<file path="src/rtl/retire_stage.sv">
// Retire stage: in-order commit of up to N completed ROB head entries per cycle.
// Handles architectural map updates, free-list returns, mispredict redirects and
// program halt.
//
// head_entries packs N slots, slot i at [i*ENTRY_W +: ENTRY_W]. The bit layout of
// one slot, LSB first:
//   complete | has_dest | dest_arch[ARCH_W] | dest_phys[PHYS_W] | old_phys[PHYS_W]
//   | is_branch | mispredict | target_pc[ADDR_W] | halt
`ifndef N
`define N 3
`endif

module retire_stage #(
  parameter int unsigned N      = `N,
  parameter int unsigned CNT_W  = 64,
  parameter int unsigned ROB_SZ = 32,
  parameter int unsigned ADDR_W = 32,
  parameter int unsigned ARCH_W = 5,
  parameter int unsigned PHYS_W = 6,
  localparam int unsigned IDX_W   = $clog2(ROB_SZ),
  localparam int unsigned CW      = $clog2(N + 1),
  localparam int unsigned ENTRY_W = 5 + ARCH_W + 2 * PHYS_W + ADDR_W
) (
  input  logic                    clock,
  input  logic                    reset,
  input  logic [N*ENTRY_W-1:0]    head_entries,
  input  logic [N-1:0]            head_valids,
  input  logic [IDX_W-1:0]        head_idx,
  output logic [CW-1:0]           retire_count,
  output logic                    mispredict,
  output logic [IDX_W-1:0]        mispred_idx,
  output logic [ADDR_W-1:0]       redirect_pc,
  output logic [N-1:0]            free_valid,
  output logic [N*PHYS_W-1:0]     free_pregs,
  output logic [N-1:0]            amap_we,
  output logic [N*ARCH_W-1:0]     amap_idx,
  output logic [N*PHYS_W-1:0]     amap_preg,
  output logic                    halted,
  output logic [CNT_W-1:0]        retired_total
);

  localparam int unsigned OFF_COMPLETE  = 0;
  localparam int unsigned OFF_HAS_DEST  = 1;
  localparam int unsigned OFF_DEST_ARCH = 2;
  localparam int unsigned OFF_DEST_PHYS = OFF_DEST_ARCH + ARCH_W;
  localparam int unsigned OFF_OLD_PHYS  = OFF_DEST_PHYS + PHYS_W;
  localparam int unsigned OFF_IS_BRANCH = OFF_OLD_PHYS + PHYS_W;
  localparam int unsigned OFF_MISPRED   = OFF_IS_BRANCH + 1;
  localparam int unsigned OFF_TARGET    = OFF_MISPRED + 1;
  localparam int unsigned OFF_HALT      = OFF_TARGET + ADDR_W;

  typedef enum logic [1:0] {RUN, FLUSH, HALT} state_t;

  state_t               state;
  logic                 halt_hit;
  logic                 blocked;
  logic [ENTRY_W-1:0]   entry;
  int                   idx_sum;

  // Retiring-prefix selection and per-slot commit outputs; silent outside RUN or in reset.
  always_comb begin
    retire_count = '0;
    mispredict   = 1'b0;
    mispred_idx  = '0;
    redirect_pc  = '0;
    free_valid   = '0;
    free_pregs   = '0;
    amap_we      = '0;
    amap_idx     = '0;
    amap_preg    = '0;
    halt_hit     = 1'b0;
    blocked      = 1'b0;
    entry        = '0;
    idx_sum      = 0;
    if (!reset && state == RUN) begin
      for (int i = 0; i < int'(N); i++) begin
        entry = head_entries[i*ENTRY_W +: ENTRY_W];
        if (!blocked && head_valids[i] && entry[OFF_COMPLETE]) begin
          retire_count = CW'(i + 1);
          if (entry[OFF_HAS_DEST] && entry[OFF_DEST_ARCH +: ARCH_W] != '0) begin
            amap_we[i]                    = 1'b1;
            amap_idx[i*ARCH_W +: ARCH_W]  = entry[OFF_DEST_ARCH +: ARCH_W];
            amap_preg[i*PHYS_W +: PHYS_W] = entry[OFF_DEST_PHYS +: PHYS_W];
            free_valid[i]                 = 1'b1;
            free_pregs[i*PHYS_W +: PHYS_W] = entry[OFF_OLD_PHYS +: PHYS_W];
          end
          if (entry[OFF_IS_BRANCH] && entry[OFF_MISPRED]) begin
            mispredict  = 1'b1;
            idx_sum     = int'(head_idx) + i;
            mispred_idx = IDX_W'(idx_sum % int'(ROB_SZ));
            redirect_pc = entry[OFF_TARGET +: ADDR_W];
            blocked     = 1'b1;
          end
          if (entry[OFF_HALT]) begin
            halt_hit = 1'b1;
            blocked  = 1'b1;
          end
        end else begin
          blocked = 1'b1;
        end
      end
    end
  end

  // Control FSM, sticky halt flag and retired-instruction counter.
  always_ff @(posedge clock) begin
    if (reset) begin
      state         <= RUN;
      halted        <= 1'b0;
      retired_total <= '0;
    end else begin
      retired_total <= retired_total + CNT_W'(retire_count);
      case (state)
        RUN: begin
          if (halt_hit) begin
            state  <= HALT;
            halted <= 1'b1;
          end else if (mispredict) begin
            state <= FLUSH;
          end
        end
        FLUSH:   state <= RUN;
        HALT:    state <= HALT;
        default: state <= RUN;
      endcase
    end
  end

endmodule

</file>
<file path="config.mk">
export PLATFORM = sky130hd
export DESIGN_NAME = retire_stage
export DESIGN_NICKNAME = d
export VERILOG_FILES = /design/src/rtl/retire_stage.sv
export SDC_FILE = /design/constraint.sdc
export NUM_CORES = 1
export LEC_CHECK = 0
export BUFFER_PORTS_ARGS = -buffer_cell sky130_fd_sc_hd__buf_2
export CORE_AREA = 4 4 126 128
export DETAILED_ROUTE_END_ITERATION = 12
export DIE_AREA = 0 0 130 132
export HOLD_SLACK_MARGIN = 0.1
export PLACE_DENSITY_LB_ADDON = 0.3
export SYNTH_ARGS = -nofsm -noshare
export SYNTH_HDL_FRONTEND = slang
export SYNTH_SLANG_ARGS = --single-unit
</file>
<file path="constraint.sdc">
create_clock -name clock -period 9.8 [get_ports clock]
set_clock_uncertainty 0.05 [all_clocks]
set_input_delay 0 -clock clock [delete_from_list [all_inputs] [get_ports clock]]
set_output_delay 0 -clock clock [all_outputs]
set_load 0.05 [all_outputs]
</file>
Word level (Yosys, flattened, before mapping)
Cells that the tools add are included.
Word-level totals
  bits of input ports: 172
  memory bits (writable): 0
  memories: 0
  logic and storage cells: 98
  bits in latches: 0
  bits in registers: 67
  output and inout port bits: 162
  bits in read-only memories: 0
Cells by class
  multiply operators: 0
  muxes and demuxes: 70
  order comparisons: 0
  bitwise operators: 0
  equal/unequal tests: 2
  add/subtract/negate cells: 3
  reduce and logical (&&, ||, !) cells: 20
  div/mod/pow operators: 0
  shift operators: 0
Operators with widths (number)
  two-way mux 32 bit: 7
  two-way mux 6 bit: 12
  two-way mux 5 bit: 13
  adder 64 x 2 -> 64 bit: 1
  two-way mux 18 bit: 2
  two-way mux 1 bit: 28
  two-way mux 15 bit: 1
  nonzero test 5 bit: 3
  logical AND 1 bit: 12
  two-way mux 2 bit: 5
  adder 5 x 1 -> 5 bit, second input constant: 1
  adder 5 x 2 -> 5 bit, second input constant: 1
  case mux 2 bit (2 select lines): 1
  zero test 1 bit: 3
  two-way mux 3 bit: 1
  inequality test 3 bit, second input constant: 1
  == test 2 bit, second input constant: 1
  zero test 2 bit: 1
  AND reduction 2 bit: 1

Logic depth before layout (Yosys ltp)
Gate-level depths: netlist of the first run.
  depth in word-level cells: 18
  gate-level depth with buffers: 15
  depth with buffers taken out: 13

Worst setup path after synthesis of the first run
No wires, ideal clock.
  path kind: register to register
  start point: reg state[1]
  end point: reg retired_total[30]
  arrival: 3747 ps
  path slack: 5933 ps
  buffers on the path: 3
  stages on the path, launching flop included: 14
  data required time: 9680 ps
  cells stage by stage: dfxtp_1 -> or3_1 -> clkbuf_1 -> clkbuf_1 -> nor2_1 -> ha_1 -> inv_1 -> fa_1 -> nand3b_1 -> nor4_4 -> buf_2 -> nand3_1 -> or3_1 -> a21oi_1
Between the ends
  cells in the longest elaborated chain, start to end: 4
Ends and longest elaborated chain
  start, declared: line 54  | state_t state;
  start signal, assigned: line 108  | state <= RUN;
  start signal, assigned: line 116  | state <= HALT;
  start signal, assigned: line 119  | state <= FLUSH;
  zero test 2 bit: line 75  | if (!reset && state == RUN) begin
  logical AND 1 bit: line 75
  two-way mux 2 bit: line 75
  via retire_count[0]: line 29  | output logic [CW-1:0] retire_count,
  adder 64 x 2 -> 64 bit: line 112  | retired_total <= retired_total + CNT_W'(retire_count);
  end signal, assigned: line 112
  end, declared: line 39  | output logic [CNT_W-1:0] retired_total
The timed path passes the listed nets, and every way through them passes these cells.
A chain may end at the register's enable or synchronous reset.

Final worst setup path of the first run
  start point: in head_entries[53]
  end point: reg retired_total[50]
Between the ends
  cells in the longest elaborated chain, start to end: 14
Ends and longest elaborated chain
  start, declared: line 26  | input logic [N*ENTRY_W-1:0] head_entries,
  two-way mux 1 bit *: line 94  | if (entry[OFF_HALT]) begin
  two-way mux 1 bit *: line 78  | if (!blocked && head_valids[i] && entry[OFF_COMPLETE]) begin
  two-way mux 1 bit *: line 75
  zero test 1 bit: line 78
  logical AND 1 bit (2 in series): line 78
  two-way mux 1 bit: line 78
  two-way mux 1 bit: line 75
  zero test 1 bit: line 78
  logical AND 1 bit (2 in series): line 78
  two-way mux 2 bit *: line 78
  two-way mux 2 bit *: line 75
  adder 64 x 2 -> 64 bit *: line 112
Mark *: on every way between the ends. The rest lies on a longest branch, timed or not. The select of a mux whose other input is x is not followed.

==> results of run 1 <==
==> cells by family (layout without fill, tap and decap cells) <==
family | Yosys count | count (layout)
buf+inv | 46 | 366
xor+xnor | 37 | 37
simple gates | 311 | 311
mux | 1 | 1
flops | 67 | 67
fa+ha+maj | 5 | 5
compound gates | 135 | 135
==> per-layer routing <==
layer,routed length (um),GRT usage,up-vias
met5,0,0,-
met4,179,0.0381,0
met3,1940,0.0519,17
met2,8530,0.319,266
met1,7970,0.268,2629
li1,-,-,2789
==> placed cells by master, fill, tap and decap left out, types with 4 or more instances in the layout <==
| cell | instances |
|---|---|
| buf_2 | 333 |
| xor2_1 | 30 |
| and2_1 | 52 |
| a22oi_1 | 32 |
| nand3_1 | 22 |
| clkbuf_16 | 9 |
| nor2_1 | 56 |
| and4_1 | 4 |
| xnor2_1 | 7 |
| and3_1 | 17 |
| inv_1 | 11 |
| buf_4 | 5 |
| ha_1 | 4 |
| a21oi_1 | 61 |
| nor3_1 | 12 |
| o21ai_0 | 27 |
| nand4_1 | 29 |
| nor4_1 | 4 |
| or4_1 | 5 |
| nand2_1 | 63 |
| dfxtp_1 | 67 |
| o31ai_1 | 4 |
| nand4_2 | 4 |
| or3_1 | 23 |
==> state kept, by name, summed over array words and instances, names as in the netlist <==
signal,flops
retired_total,64
state,2
halted,1
==> area by class of cell <==
type	count	area, um^2
Clock buffer	12	267
Clock inverter	4	47.5
Fill cell	1561	8260
Inverter	11	41.3
Multi-Input combinational cell	489	2960
Sequential cell	67	1340
Tap cell	188	235
Timing Repair Buffer	339	1710
==> worst max path at each step <==
stage,cells after the start,startpoint,endpoint
final,15,head_entries[53],retired_total[50]
after global routing,12,head_entries[53],retired_total[54]
after CTS,9,state[1],retired_total[58]
after detailed placement,11,reset,retired_total[62]
after global placement,11,reset,retired_total[46]
after floorplan,13,state[1],retired_total[30]
==> per-stage QoR <==
step           utilization  setup slack, ns  area, um^2  power, W
5_1_grt              0.444             5.26        6600  0.000721
4_1_cts              0.444             5.58        6600  0.000701
3_3_place_gp         0.422             5.54        6280  0.000364
3_5_place_dp         0.422             5.41        6280  0.000364
2_1_floorplan            -             5.93        4490  0.000318
6_report             0.444             5.70        6600  0.000693
==> repair_timing <==
item / in CTS / in global routing
hold endpoints to repair: 2 / 0
endpoints found under the setup margin: 0 / 0
hold buffers: 1 / 0
==> worst max-delay path: stages <==
cell and delay, ns:
dlygate4sd3_1 0.53, buf_2 0.12, and4b_1 0.24, nand2_1 0.25, nor2_1 0.19, a21oi_1 0.05, nor2_1 0.18, ha_1 0.21
inv_1 0.06, fa_1 0.39, nand3b_1 0.31, nor4_4 0.59, nand4_1 0.54, or3_1 0.49, a21oi_1 0.14
==> power by group through the flow <==
| stage | combinational, W | sequential [W] | clock, W |
|---|---|---|---|
| final | 0.0000852 | 0.000274 | 0.000334 |
| after global routing | 0.0000917 | 0.000274 | 0.000356 |
| after CTS | 0.0000851 | 0.000274 | 0.000341 |
| after detailed placement | 0.0000843 | 0.000280 | 0 |
| after global placement | 0.0000842 | 0.000280 | 0 |
| after floorplan | 0.0000356 | 0.000282 | 0 |
==> metrics.yaml, run 1 <==
status: "completed"
synth-main-ff-cell: "dfxtp_1"
synth_top_family_by_area: "simple AND/OR/NAND/NOR gates"
finalSetupTns_ns: 0
ys_seq_area_frac: 0.299
whs_ns: 0.190
r2r_slack_ns: 5.71
hold_path_class: "in -> reg"
place_hpwl_mm: 15.0
p_comb_frac: 0.123
syn_to_final_growth_pct: 47.2
grt_usage: 0.198
fin_crit_sh: 0.418
clkTransAtPathRegs_ns: 0.05
yosys-top-cells-count: "67 x dfxtp_1, 63 x nand2_1, 61 x a21oi_1"
core_um2: 14900
holdPathEnd: "state[0]"
cts_tree: "yes"
ir_worst_vdd_mv: 0.0867
crit_required_ns: 10.00
start_util: 0.302
gr-total-overflow: 0
start_kind: "primary input"
max_cap_violations: 0
fin_crit_ns: 4.10
grt_pass1_wl_mm: 27.7
num_rows: 45
antenna_found_initial: 0
synthAdderAreaFrac: 0.0156
cts_resized: 0
clk-insertion-delay-late_ns: 0.33
yosys.area_share.simple: 0.390
maxSlewViolCount: 0
grt_start_max_net_pins: 69
p_int_w: 0.000525
clockPowerShare: 0.482
cts_buffers: 9
synth_xor_area_frac: 0.0722
pwr_density_cell_nw_per_um2: 105
drcViolationCount: 0
fin_cells: 1110
max_freq_mhz: 244
power_switching_w: 0.000168
syn-cell-area_um2: 4490
nNetsFinal: 1094
ioPinCount: 334
hold_start: "head_entries[107]"
ys_ff_latch: 67
pwr-share-seq: 0.395
avgViaCountPerCell: 5.14
dr.first_iter.drc_count: 365
reg2reg_depth: 9
die_height_um: 132
path_class: "in -> reg"
synth_top_area_share: 0.299
final-hold-violation-count: 0
rr_endpoint: "retired_total[50]"
r2r_start: "state[1]"
die-area_um2: 17200
yosys-top-cells-area: "dfxtp_1 30%, and2_1 7.3%, a21oi_1 6.8%"
synthArstFlopShare: 0
synth_edf_count: 0
synth.most_common_cell: "dfxtp_1"
yosysWarningCount: 0
cp_max_fo: 13
diodes: 0
dp_cells: 1093
portBuffers: 333
p_sw_frac: 0.243
rsz0062_at_grt: "no"
clk_path_buf_depth: 2
dr.pass1.iters: 6
drive_above_1_share: 0.400
clockRootBuffer: "clkbuf_16"
p_leak_nw: 3.16
htree_levels: 3
yosysTopAreaCell: "dfxtp_1"
cp.arrival_ns: 4.30
synth_cells: 602
cts.sinks: 67
drt.antenna.violating_nets: 0
tightest_slew_ns: 1.04
synth_compound_gate_area_share: 0.178
syn_area_per_cell_um2: 7.45
setup_violations: 0
vias: 5701
syn_nets: 779
whs_path_depth: 4
relSlewSlack: 0.298
cp-end-kind: "flop"
postCtsSetupBuffers: 0
synth.distinct_cells: 50
wl_mm: 18.6
synthMuxAreaShare: 0.00223
wl_per_cell_um: 16.8
die_w_um: 130
grt_pass1_vias: 5237
place_congestion: 0.878
(Power assumes the default switching activity.)
==> run 2: changes to the inputs <==
- clock period: 9.8 -> 3.75 ns (I/O delays scaled with it)
==> metrics.yaml, run 2 (synthesized netlist as in run 1, its figures left out) <==
portBuffers: 333  # unchanged
grt_usage: 0.232  # was 0.198
p_leak_nw: 3.21  # was 3.16 nW
die_w_um: 130  # unchanged
antenna_found_initial: 2  # was 0
num-fill-cells: 1606  # was 1561
max_freq_mhz: 289
finalSetupTns_ns: 0  # unchanged
reg2reg_depth: 10  # was 9
status: "completed"  # unchanged
whs_ns: 0.193  # was 0.190 ns
die_height_um: 132  # unchanged
hold_path_class: "in -> reg"  # unchanged
mostFrequentLayoutCell: "buf_2"  # unchanged
clk-insertion-delay-late_ns: 0.33  # about the same
place_congestion: 0.911  # was 0.878
finalCoreUtilization: 0.449  # was 0.444
setup_violations: 0  # unchanged
p_sw_frac: 0.241  # was 0.243
drt.antenna.violating_nets: 0  # unchanged
wl_mm: 20.9  # was 18.6 mm
clk_path_buf_depth: 2  # unchanged
grt_pass1_vias: 5311  # was 5237
start_util: 0.302  # unchanged
path_class: "in -> reg"  # unchanged
seq_area_um2: 1340  # unchanged
pwr_density_cell_nw_per_um2: 288  # was 105 nW/um^2
cts_tree: "yes"  # unchanged
fin_crit_ns: 3.46
fin_cells: 1117  # was 1110
cp-startpoint: "head_entries[53]"  # unchanged
cp-end-kind: "flop"  # unchanged
cts_buffers: 9  # unchanged
cp.arrival_ns: 3.66  # was 4.30 ns
gr-total-overflow: 0  # unchanged
max_cap_violations: 0  # unchanged
clkTransAtPathRegs_ns: 0.06  # was 0.05 ns
nNetsFinal: 1100  # was 1094
clockPowerShare: 0.509  # was 0.482
multi_input_area_um2: 2960  # about the same
start_kind: "primary input"  # unchanged
p_comb_frac: 0.118  # was 0.123
grt_start_max_net_pins: 68  # was 69
reg.largest.list: "retired_total: 64 flops, state: 2 flops, halted: 1 flops"  # unchanged
cp_max_fo: 13  # unchanged
vias: 5768  # was 5701
whs_path_depth: 4  # unchanged
place_hpwl_mm: 17.5  # was 15.0 mm
finalInstanceArea_um2: 6680  # was 6600 um^2
htree_levels: 3  # unchanged
maxSlewViolCount: 0  # unchanged
core_um2: 14900  # unchanged
rsz0062_at_grt: "no"  # unchanged
drcViolationCount: 0  # unchanged
r2r_slack_ns: 0.44  # was 5.71 ns
power_switching_w: 0.000463  # was 0.000168 W
final-hold-violation-count: 0  # unchanged
wl_per_cell_um: 18.7  # was 16.8 um
p_int_w: 0.00146  # was 0.000525 W
dr.pass1.iters: 5  # was 6
largest_reg_flops: 64  # unchanged
hold_start: "head_entries[161]"  # was head_entries[107]
rr_endpoint: "retired_total[46]"  # was retired_total[50]
pwr-share-seq: 0.373  # was 0.395
placed_area_um2: 6330  # was 6280 um^2
ioPinCount: 334  # unchanged
fin_crit_sh: 0.922
avgViaCountPerCell: 5.16  # was 5.14
syn_to_final_growth_pct: 48.9  # was 47.2%
clockRootBuffer: "clkbuf_16"  # unchanged
drive_above_1_share: 0.404  # was 0.400
ir_worst_vdd_mv: 0.229  # was 0.0867 mV
top_register: "retired_total"  # unchanged
final_cell_mix: "333 x buf_2, 67 x dfxtp_1, 63 x nand2_1"  # unchanged
cts.sinks: 67  # unchanged
dr.first_iter.drc_count: 366  # was 365
crit_required_ns: 3.95  # was 10.00 ns
relSlewSlack: 0.382  # was 0.298
tightest_slew_ns: 0.927  # was 1.04 ns
dp_cells: 1099  # was 1093
die-area_um2: 17200  # unchanged
grt_pass1_wl_mm: 30.7  # was 27.7 mm
num_rows: 45  # unchanged
r2r_start: "state[1]"  # unchanged
holdPathEnd: "state[0]"  # unchanged
==> run 2: critical path, stage by stage <==
cell and delay, ns:
dlygate4sd3_1 0.53, buf_2 0.14, and4b_1 0.27, nand2_1 0.12
nor2_1 0.12, a21oi_1 0.06, nor2_2 0.11, ha_1 0.17
inv_1 0.05, fa_1 0.40, nand3b_1 0.32, nor4_4 0.23
nand4_1 0.48, or3_1 0.51, a21oi_1 0.15
==> run 2: worst max path at each step <==
stage,endpoint
3_5_place_dp,retired_total[46]
6_report,retired_total[46]
4_1_cts,retired_total[46]
2_1_floorplan,retired_total[30]
5_1_grt,retired_total[42]
3_3_place_gp,retired_total[58]
==> run 2: routing by layer <==
layer  wire, um  track usage  vias to the layer above
li1           -            -                     2805
met3       2020       0.0592                       18
met4        334       0.0508                        0
met2       8700        0.330                      289
met1       9840        0.349                     2656
met5          0            0                        -
==> run 2: metrics by stage <==
stage / power, W / setup slack (ns)
2_1_floorplan: 0.000831 / 0.0565
3_3_place_gp: 0.000956 / 0.534
3_5_place_dp: 0.000957 / 0.447
4_1_cts: 0.00194 / 0.282
5_1_grt: 0.00199 / 0.0303
6_report: 0.00192 / 0.294
==> run 2: power groups by stage <==
stage	combinational, W	clock [W]	sequential (W)
floorplan	0.0000935	0	0.000737
global placement	0.000224	0	0.000732
detailed placement	0.000225	0	0.000732
CTS	0.000227	0.000997	0.000716
global route	0.000246	0.00103	0.000716
finish	0.000227	0.000979	0.000716
==> run 2: repair_timing <==
action,in CTS,in global routing
hold buffers,1,0
resized for setup,0,0
buffers inserted,0,0
endpoints found under the hold margin,1,0
==> run 2: area by class of cell <==
cell class                      instances  share of cell area
Timing Repair Buffer                  345               0.263
Clock inverter                          6              0.0169
Antenna cell                            1            0.000375
Tap cell                              188              0.0352
Inverter                               11             0.00618
Multi-Input combinational cell        489               0.443
Sequential cell                        67               0.201
Clock buffer                           10              0.0343
